**config.mk**
```make
export PLATFORM = sky130hd
export DESIGN_NAME = pwl_coe_lut_flat
export DESIGN_NICKNAME = d
export VERILOG_FILES = /design/src/rtl/pwl_coe_lut_if.sv /design/src/rtl/pwl_coe_lut.sv /design/src/flat_wrapper.sv
export SDC_FILE = /design/constraint.sdc
export NUM_CORES = 1
export LEC_CHECK = 0
export ABC_AREA = 1
export BUFFER_PORTS_ARGS = -buffer_cell sky130_fd_sc_hd__buf_4
export CAP_MARGIN = 20
export CORE_MARGIN = 2
export CORE_UTILIZATION = 48
export CTS_BUF_LIST = sky130_fd_sc_hd__clkbuf_4 sky130_fd_sc_hd__clkbuf_8
export DETAILED_ROUTE_END_ITERATION = 8
export HOLD_SLACK_MARGIN = 0.05
export PLACE_DENSITY = 0.73
export SETUP_SLACK_MARGIN = 0.15
export SLEW_MARGIN = 30
export SYNTH_ARGS = -nofsm -noshare
export SYNTH_HDL_FRONTEND = slang
export SYNTH_SLANG_ARGS = --single-unit
```
**constraint.sdc**
```tcl
create_clock -name i_clk -period 1.9 [get_ports i_clk]
set_clock_uncertainty 0.05 [all_clocks]
set_input_delay 0.095 -clock i_clk [delete_from_list [all_inputs] [get_ports i_clk]]
set_output_delay 0.095 -clock i_clk [all_outputs]
set_load 0.01 [all_outputs]
```
**src/rtl/pwl_coe_lut_if.sv**
```systemverilog
// pwl_coe_lut_if
//  Groups the sample stream and the coefficient configuration port of pwl_coe_lut.
//  slave  : the LUT side (drives o_* signals).
//  master : the producer/consumer/software side (drives i_* signals).
//  Stream:  i_vld/o_rdy/i_dat in, o_vld/i_rdy/o_dat/o_act_coe out.
//  Config:  i_cfg_we/i_cfg_addr/i_cfg_coe shadow writes, i_cfg_swap request,
//           o_swap_pend / o_bank status.
interface pwl_coe_lut_if #(
  parameter int DATA_WIDTH = 8,
  parameter int SEG_BITS   = 3,
  parameter int COE_WIDTH  = 24
);
  logic                         i_cfg_we;
  logic [SEG_BITS-1:0]          i_cfg_addr;
  logic [COE_WIDTH-1:0]         i_cfg_coe;
  logic                         i_cfg_swap;
  logic                         o_swap_pend;
  logic                         o_bank;
  logic                         i_vld;
  logic                         o_rdy;
  logic signed [DATA_WIDTH-1:0] i_dat;
  logic                         o_vld;
  logic                         i_rdy;
  logic signed [DATA_WIDTH-1:0] o_dat;
  logic [COE_WIDTH-1:0]         o_act_coe;

  modport slave (
    input  i_cfg_we, i_cfg_addr, i_cfg_coe, i_cfg_swap, i_vld, i_dat, i_rdy,
    output o_swap_pend, o_bank, o_rdy, o_vld, o_dat, o_act_coe
  );

  modport master (
    output i_cfg_we, i_cfg_addr, i_cfg_coe, i_cfg_swap, i_vld, i_dat, i_rdy,
    input  o_swap_pend, o_bank, o_rdy, o_vld, o_dat, o_act_coe
  );
endinterface

```
**src/rtl/pwl_coe_lut.sv**
```systemverilog
// pwl_coe_lut
//  Piecewise-linear activation coefficient source. Each signed sample is mapped to
//  one of SEG_NUM uniform segments; the segment's packed {a,b} word from the active
//  bank is emitted alongside the sample two stages later. Software fills the shadow
//  bank at any time and requests a swap, which takes effect only once the pipeline
//  has drained so that no sample ever mixes banks.
//  Ports:
//    i_clk    clock
//    i_rst_n  async active-low reset (clears pipeline, both banks, swap FSM)
//    bus      pwl_coe_lut_if.slave: stream (i_vld/o_rdy/i_dat -> o_vld/i_rdy/
//             o_dat/o_act_coe) and config (i_cfg_we/addr/coe, i_cfg_swap,
//             o_swap_pend, o_bank)
module pwl_coe_lut #(
  parameter int COE_A_WIDTH = 8,
  parameter int COE_B_WIDTH = 16,
  parameter int DATA_WIDTH  = 8,
  parameter int SEG_NUM     = 8,
  parameter int SEG_BITS    = 3   // log2(SEG_NUM)
) (
  input logic          i_clk,
  input logic          i_rst_n,
  pwl_coe_lut_if.slave bus
);
  localparam int COE_W = COE_A_WIDTH + COE_B_WIDTH;

  typedef enum logic {RUN, DRAIN} state_t;

  state_t                       state;
  logic                         swap_pend;
  logic                         bank_sel;
  logic [COE_W-1:0]             bank_mem [2][SEG_NUM];

  logic                         vld_p1, vld_p2;
  logic signed [DATA_WIDTH-1:0] dat_p1, dat_p2;
  logic [SEG_BITS-1:0]          seg_p1;
  logic [COE_W-1:0]             coe_p2;

  logic                         s1_adv, s2_adv, accept;

  // Flipping the sign bit turns the two's-complement range into an offset-binary
  // ramp, so the top SEG_BITS give uniform segments from most negative upward.
  function automatic logic [SEG_BITS-1:0] seg_of(input logic signed [DATA_WIDTH-1:0] d);
    logic [DATA_WIDTH-1:0] off;
    off = {~d[DATA_WIDTH-1], d[DATA_WIDTH-2:0]};
    return off[DATA_WIDTH-1 -: SEG_BITS];
  endfunction

  assign s2_adv = !vld_p2 || bus.i_rdy;
  assign s1_adv = !vld_p1 || s2_adv;
  assign accept = bus.i_vld && bus.o_rdy;

  // Swap FSM: the flip waits for both stages to be empty, which is what keeps
  // every in-flight sample on the bank it was looked up in.
  always_ff @(posedge i_clk or negedge i_rst_n) begin
    if (!i_rst_n) begin
      state     <= RUN;
      swap_pend <= 1'b0;
      bank_sel  <= 1'b0;
    end else begin
      case (state)
        RUN: begin
          if (bus.i_cfg_swap) begin
            state     <= DRAIN;
            swap_pend <= 1'b1;
          end
        end
        DRAIN: begin
          if (!vld_p1 && !vld_p2) begin
            bank_sel  <= !bank_sel;
            state     <= RUN;
            swap_pend <= 1'b0;
          end
        end
        default: begin
          state     <= RUN;
          swap_pend <= 1'b0;
        end
      endcase
    end
  end

  // Writes always target the bank that is shadow before this edge; on the flip
  // edge that is the bank becoming active.
  always_ff @(posedge i_clk or negedge i_rst_n) begin
    if (!i_rst_n) begin
      for (int b = 0; b < 2; b++)
        for (int s = 0; s < SEG_NUM; s++)
          bank_mem[b][s] <= '0;
    end else if (bus.i_cfg_we) begin
      bank_mem[!bank_sel][bus.i_cfg_addr] <= bus.i_cfg_coe;
    end
  end

  always_ff @(posedge i_clk or negedge i_rst_n) begin
    if (!i_rst_n) begin
      vld_p1 <= 1'b0;
      dat_p1 <= '0;
      seg_p1 <= '0;
      vld_p2 <= 1'b0;
      dat_p2 <= '0;
      coe_p2 <= '0;
    end else begin
      // Stage 1: capture sample and its segment index
      if (s1_adv) begin
        vld_p1 <= accept;
        if (accept) begin
          dat_p1 <= bus.i_dat;
          seg_p1 <= seg_of(bus.i_dat);
        end
      end
      // Stage 2: coefficient lookup in the active bank
      if (s2_adv) begin
        vld_p2 <= vld_p1;
        if (vld_p1) begin
          dat_p2 <= dat_p1;
          coe_p2 <= bank_mem[bank_sel][seg_p1];
        end
      end
    end
  end

  assign bus.o_rdy       = s1_adv && !swap_pend;
  assign bus.o_vld       = vld_p2;
  assign bus.o_dat       = dat_p2;
  assign bus.o_act_coe   = coe_p2;
  assign bus.o_swap_pend = swap_pend;
  assign bus.o_bank      = bank_sel;
endmodule

```
**src/flat_wrapper.sv**
```systemverilog
// flat-port wrapper written by rule: the top's interface ports become plain ports
module pwl_coe_lut_flat 
#(
  parameter int COE_A_WIDTH = 8,
  parameter int COE_B_WIDTH = 16,
  parameter int DATA_WIDTH  = 8,
  parameter int SEG_NUM     = 8,
  parameter int SEG_BITS    = 3                   
)
  (i_clk, i_rst_n, bus_i_cfg_we, bus_i_cfg_addr, bus_i_cfg_coe, bus_i_cfg_swap, bus_i_vld, bus_i_dat, bus_i_rdy, bus_o_swap_pend, bus_o_bank, bus_o_rdy, bus_o_vld, bus_o_dat, bus_o_act_coe);
  pwl_coe_lut_if #(.DATA_WIDTH(DATA_WIDTH), .SEG_BITS(SEG_BITS), .COE_WIDTH(24)) bus_i ();
  input logic i_clk;
  input logic i_rst_n;
  input wire logic [$bits(bus_i.i_cfg_we)-1:0] bus_i_cfg_we;
  input wire logic [$bits(bus_i.i_cfg_addr)-1:0] bus_i_cfg_addr;
  input wire logic [$bits(bus_i.i_cfg_coe)-1:0] bus_i_cfg_coe;
  input wire logic [$bits(bus_i.i_cfg_swap)-1:0] bus_i_cfg_swap;
  input wire logic [$bits(bus_i.i_vld)-1:0] bus_i_vld;
  input wire logic [$bits(bus_i.i_dat)-1:0] bus_i_dat;
  input wire logic [$bits(bus_i.i_rdy)-1:0] bus_i_rdy;
  output wire logic [$bits(bus_i.o_swap_pend)-1:0] bus_o_swap_pend;
  output wire logic [$bits(bus_i.o_bank)-1:0] bus_o_bank;
  output wire logic [$bits(bus_i.o_rdy)-1:0] bus_o_rdy;
  output wire logic [$bits(bus_i.o_vld)-1:0] bus_o_vld;
  output wire logic [$bits(bus_i.o_dat)-1:0] bus_o_dat;
  output wire logic [$bits(bus_i.o_act_coe)-1:0] bus_o_act_coe;
  assign bus_i.i_cfg_we = bus_i_cfg_we;
  assign bus_i.i_cfg_addr = bus_i_cfg_addr;
  assign bus_i.i_cfg_coe = bus_i_cfg_coe;
  assign bus_i.i_cfg_swap = bus_i_cfg_swap;
  assign bus_i.i_vld = bus_i_vld;
  assign bus_i.i_dat = bus_i_dat;
  assign bus_i.i_rdy = bus_i_rdy;
  assign bus_o_swap_pend = bus_i.o_swap_pend;
  assign bus_o_bank = bus_i.o_bank;
  assign bus_o_rdy = bus_i.o_rdy;
  assign bus_o_vld = bus_i.o_vld;
  assign bus_o_dat = bus_i.o_dat;
  assign bus_o_act_coe = bus_i.o_act_coe;
  pwl_coe_lut #(.COE_A_WIDTH(COE_A_WIDTH), .COE_B_WIDTH(COE_B_WIDTH), .DATA_WIDTH(DATA_WIDTH), .SEG_NUM(SEG_NUM), .SEG_BITS(SEG_BITS)) u_core (.i_clk(i_clk), .i_rst_n(i_rst_n), .bus(bus_i));
endmodule
```
### Word-level counts from Yosys, hierarchy flattened

Cells that the tools add are included.

* register bits after elaboration: 432
* bits of input ports: 41
* output and inout bits: 36

* $lt $le $gt $ge: 6
* equal/unequal tests: 2
* muxes and demuxes: 17
* bitwise logic cells: 6
* reduce and logical (&&, ||, !) cells: 15

Operator list (number)
* 192-bit 2-to-1 mux: 4
* 384-bit bitwise mux: 1
* 192-bit demux with 1-bit select: 1
* 24-bit binary-select mux with 3-bit select: 1
* 24-bit demux with 3-bit select: 1
* 24-bit 2-to-1 mux: 3
* 4-bit greater-or-equal comparator, second input constant: 2
* 3-bit inverter with 4-bit output: 2
* 2-bit AND reduction: 4
* 1-bit logical AND: 5
* 2-bit greater-or-equal comparator, second input constant: 2
* 1-bit zero test: 4
* 4-bit by 1-bit less-than comparator with 1-bit output, second input constant: 1
* 1-bit 2-to-1 mux: 4
* 2-bit != test, second input constant: 2
* 1-bit inverter with 2-bit output: 2
* 1-bit case mux with 2 select lines: 2
* 1-bit logical OR: 2
* 2-bit by 1-bit less-than comparator with 1-bit output, second input constant: 1
* 1-bit inverter: 2

### Depth between registers and ports, before layout

* word-level depth: 8
* mapped depth: 12
* gate-level depth less buffers: 10

### Worst setup path before layout

No wires, ideal clock.

* path type: register to register
* start: register u_core.bank_sel, in the netlist u_core.bus.o_bank
* end: register u_core.bank_mem[152] (netlist name)
* data arrival time: 1.301 ns
* setup slack: 0.414 ns
* stages on the path, launching flop included: 10
* buffers on the path: 3
* cell sequence: dfrtp_1 > buf_4 > inv_4 > nand2_2 > inv_2 > nand3_1 > buf_2 > buf_2 > nand2_1 > o21ai_0

* longest elaborated chain between the ends: 7
* elaborated cells between the ends (all ways): 8
* classes of those cells: order compare: 2; mux: 3; bitwise: 1; reduce/logical: 2

Ends and longest elaborated chain
* start: declaration: RTL line pwl_coe_lut.sv:30 `logic bank_sel;`
* start signal: assignment: RTL line pwl_coe_lut.sv:69 `bank_sel <= !bank_sel;`
* 1-bit zero test (*): RTL line pwl_coe_lut.sv:90 `bank_mem[!bank_sel][bus.i_cfg_addr] <= bus.i_cfg_coe;`
* 1-bit inverter with 2-bit output (*): RTL line pwl_coe_lut.sv:90
* 2-bit greater-or-equal comparator (implied by the code) / 2-bit by 1-bit less-than comparator with 1-bit output (equally long branches): RTL line pwl_coe_lut.sv:90
* 1-bit logical AND (implied by the code): RTL line pwl_coe_lut.sv:90
* 192-bit 2-to-1 mux (implied by the code): RTL line pwl_coe_lut.sv:90
* 192-bit demux with 1-bit select (*): RTL line pwl_coe_lut.sv:90
* 384-bit bitwise mux (*): RTL line pwl_coe_lut.sv:90
* end signal: indexed assignment: RTL line pwl_coe_lut.sv:90
* end: declaration: RTL line pwl_coe_lut.sv:31 `logic [COE_W-1:0] bank_mem [2][SEG_NUM];`

Mark *: on every way between the ends. The rest lies on a longest branch, timed or not.
A chain may end at the register's enable or synchronous reset.

### Final worst setup path

* start: register u_core.bank_sel, in the netlist u_core.bus.o_bank
* end: output bus_o_bank

RTL lines
* end: declaration: RTL line flat_wrapper.sv:22 `output wire logic [$bits(bus_i.o_bank)-1:0] bus_o_bank;`

No word-level cell between the ends.

==> impl_summary.md <==
Yosys
Counting every net in the synthesized netlist gives 2,418. The combined area of all synthesized cells is 0.0193 mm^2. The fraction of the yosys area taken by sequential cells is 55.8%. The total number of yosys warnings is 0. In this run the mean area of a mapped cell was 8.11 um^2.

By area the synthesized netlist is led by dfrtp_1, nand2_1, nand3_1. Of all cell types, the one taking the most synthesized area is dfrtp_1. The number of different library cells in the post-synthesis netlist is 22. The synthesis-stage register bit count is 430. The fraction of synthesized cell area taken by the top area cell type is 55.8%. Synthesis produced 2,377 cells.

Place
The HPWL after detailed placement is 30,300 um. After detailed placement, the design holds a cell count of 2,851. The number of port buffers is 76.

The congestion estimate from routability-driven global placement came to 0.816. OpenSTA, run right after detailed placement, puts the worst setup slack at 0.128 ns.

Clock network
In this run the number of H-tree levels came out at 3. The root buffer cell is clkbuf_8. Clock tree synthesis found a total of 430 sinks. The clock passes through at most 3 buffers. After clock tree synthesis, the clock-pin slew on the worst setup and hold paths is 0.06 ns. The clock latency on the worst-skew pair is 0.63 ns. TritonCTS built the clock tree. The number of buffers added by the clock tree synthesis step is 69.

STA
The final hold violation count is 0. Counting I/O delays and the setup requirement, the final critical path takes 1.76 ns. The final number of setup-violating endpoints is 0.

The number of max-slew violations in the final report came to 0. At the pin with the least slew margin, the transition time is 0.631 ns. The worst hold margin is 0.116 ns. Setup repair after global routing could not meet its margin everywhere.

The summed negative setup slack over all endpoints is 0 ns. Once routing completed, OpenROAD measured the worst setup slack at 0.135 ns. The maximum clock frequency is 0.567 GHz. The share of the cycle needed by the critical path after routing is 92.9%. In this run the tightest slew margin relative to its limit is 57.9%.

Worst setup path
The maximum cell stage delay along the critical path is 0.56 ns. Data on the critical path arrives at its endpoint at 1.62 ns. The end of the worst register-to-register path is u_core.bus.o_act_coe[18]$_DFFE_PN0P_. The critical path's slowest cell is dfrtp_4. In this run the register-to-register setup slack is 0.16 ns. The number of cells on the worst reg-to-reg path is 10.

The startpoint class of the critical path is a flop. Along the worst path, the maximum fanout reaches 11. The critical path required time is 1.75 ns. The reg-to-reg startpoint is u_core.bus.o_bank$_DFFE_PN0P_. The critical path goes through buf_12 -> buf_12 -> buf_4. The capturing element type of the critical path is an output pin. In this design, the critical path's most frequently occurring cell is buf_12.

The critical path in this run is classified as reg -> out.

Layout
The multi-input combinational cell area is 0.00744 mm^2. The repair_antennas step left the layout with diodes totalling 0. The flip-flop and latch area is 0.0108 mm^2.

The number of non-filler instances in the completed layout is 3,027. For this run, the post-layout net count is 2,497. The filler cell count in the final layout is 3,405.

In the final layout, the share of cells above drive strength 1 is 12.7%. Compared with the post-synthesis result, the final layout area differs by 18.1%.

Power
The sum of internal, switching and leakage power is 40.3 mW. The analysis attributes to net switching a power of 15.9 mW. Registers are responsible for 40.5% of the overall power. The combinational group share of total power is 39.5%. Net switching is 39.4% of the power.

The internal power of the cells totals 24.4 mW. The relative contribution of the clock network to total power is 20.0%. The power density over the cells is 1770 mW/mm^2. In this run the static leakage power is 11.0 nW.

IR analysis of the VDD net gives a maximum drop of 1080 uV.

Global routing
For this run the aggregate overflow at the end of global routing stands at 0. The aggregate global-route resource usage is 26.3%. Entering global routing, the biggest net connects 72 pins. The number of antenna violations at the first check in global routing came to 0. The first global-routing pass estimated 86,300 um of wire. The number of global-route vias before repair is 15,900.

Floorplanning
Once the floorplan was initialized, standard cells occupied 48.5% of the core. The floorplan row count is 73. The number of primary I/O pins is 77. The floorplan step defined a die boundary enclosing 0.0418 mm^2.

The width of the die is 204 um. The floorplan core area is 0.0397 mm^2. The die extent in y is 204 um.

Flow run
The count of maximum capacitance violations is 0.

Drt
In this run the remaining antenna-violating nets after routing total 0. After detailed routing, the number of remaining DRC violations is 0. The detailed-router iteration count before antenna repair is 6. Using the TritonRoute via totals, the vias-per-cell ratio works out to 5.57. The DRC violation total after the first TritonRoute iteration is 1,970. The average wire length per cell after detail routing is 18.4 um.

The total wire length after detailed routing is 55,800 um. The vias after detailed routing is 16,900.

Min path
In this run the worst hold path is classified as in -> async.

Outcome
The run finished with clean final reports.
[cell type report]
| cell class | instances | share of cell area (%) |
|---|---|---|
| clock buffers | 104 | 5.68 |
| inverters | 44 | 0.807 |
| multi-input cells | 1712 | 32.7 |
| flip-flops and latches | 430 | 47.3 |
| well taps | 525 | 2.88 |
| clock inverters | 13 | 0.417 |
| repair buffers | 199 | 10.2 |
[metrics by stage]
stage | area (um^2) | util [%]
global placement | 20500 | 51.7
floorplan | 19300 | -
detailed placement | 20500 | 51.7
finish | 22800 | 57.3
global route | 22800 | 57.3
CTS | 22400 | 56.4
[what timing repair did]
action | CTS | global route
endpoints found under the setup margin | 19 | 70
buffers inserted | 4 | 5
hold buffers | 40 | 0
endpoints found under the hold margin | 827 | 0
resized for setup | 4 | 26
cloned | 2 | 8
pin swaps | 2 | 4
[Yosys cell counts (all sizes together)]
library cell,n
o21ai,271
nor2,127
nand2,891
dfrtp,430
buf,125
nor4,1
nand3,294
o21bai,1
nand4,1
a21oi,121
xor2,1
inv,44
nor3,4
clkbuf,66
[routing by layer]
layer | vias up | global-route usage, % | part of all wire (%)
met2 | 797 | 42.6 | 46
li1 | 7854 | - | -
met4 | 0 | 8.31 | 3.0
met1 | 8081 | 36.0 | 42
met5 | - | 0 | 0
met3 | 132 | 4.75 | 8.7
[sequential cells by signal, summed over array words and instances (netlist names), 3 cells and up]
| register | flops |
|---|---|
| u_core.seg_p1 | 3 |
| u_core.bank_mem | 384 |
| u_core.bus.o_dat | 8 |
| u_core.bus.o_act_coe | 24 |
| u_core.dat_p1 | 6 |
[cells in the final DEF, fill, tap and decap left out, types with 3 or more instances in the layout]
master / count
clkbuf_4: 22
buf_16: 3
o21ai_0: 231
nand3_1: 288
nand2_1: 877
buf_12: 39
clkbuf_16: 8
nor2_1: 122
inv_1: 36
nor2_4: 4
nand3_2: 6
nor3_2: 3
clkinv_2: 8
dlygate4sd3_1: 39
nand2_2: 12
inv_2: 5
clkbuf_8: 82
inv_6: 3
a21oi_1: 120
dfrtp_1: 427
buf_8: 3
o21ai_1: 40
buf_4: 104
[worst max path at each step]
stage | cells past startpoint | slack [ns] | endpoint | start
after floorplan | 9 | 0.41 | u_core.bank_mem[152]$_DFFE_PN0P_ | u_core.bus.o_bank$_DFFE_PN0P_
after global placement | 7 | 0.20 | u_core.bank_mem[20]$_DFFE_PN0P_ | u_core.bus.o_bank$_DFFE_PN0P_
after detailed placement | 6 | 0.13 | u_core.bank_mem[197]$_DFFE_PN0P_ | u_core.bus.o_bank$_DFFE_PN0P_
after CTS | 10 | 0.13 | u_core.bus.o_act_coe[17]$_DFFE_PN0P_ | u_core.bus.o_bank$_DFFE_PN0P_
after global routing | 3 | 0.10 | bus_o_bank | u_core.bus.o_bank$_DFFE_PN0P_
final | 3 | 0.14 | bus_o_bank | u_core.bus.o_bank$_DFFE_PN0P_
[power by group through the flow]
| stage | clock network [mW] | logic, mW | registers, mW |
|---|---|---|---|
| after floorplan | 0 | 10.7 | 15.7 |
| after global placement | 0 | 14.5 | 16.1 |
| after global routing | 8.59 | 17.9 | 16.8 |
| after detailed placement | 0 | 14.9 | 16.3 |
| final | 8.05 | 15.9 | 16.3 |
| after CTS | 8.17 | 15.2 | 16.2 |
[cell families (layout without fill, tap and decap cells)]
group / count (synthesis) / after routing / share of synthesized area [%]
and+or+nand+nor: 1318 / 1318 / 27.8
DFF: 430 / 430 / 55.8
AOI/OAI and AO/OA: 393 / 393 / 10.2
buffers and inverters: 235 / 360 / 6.18
xor gates and xnor gates: 1 / 1 / 0.0454
[critical path: cells and delay by family (launching register included)]
kind / cells / cell delay [ns]
flops: 1 / 0.56
buf+inv: 3 / 0.43
Power figures use the tool's default switching activity.
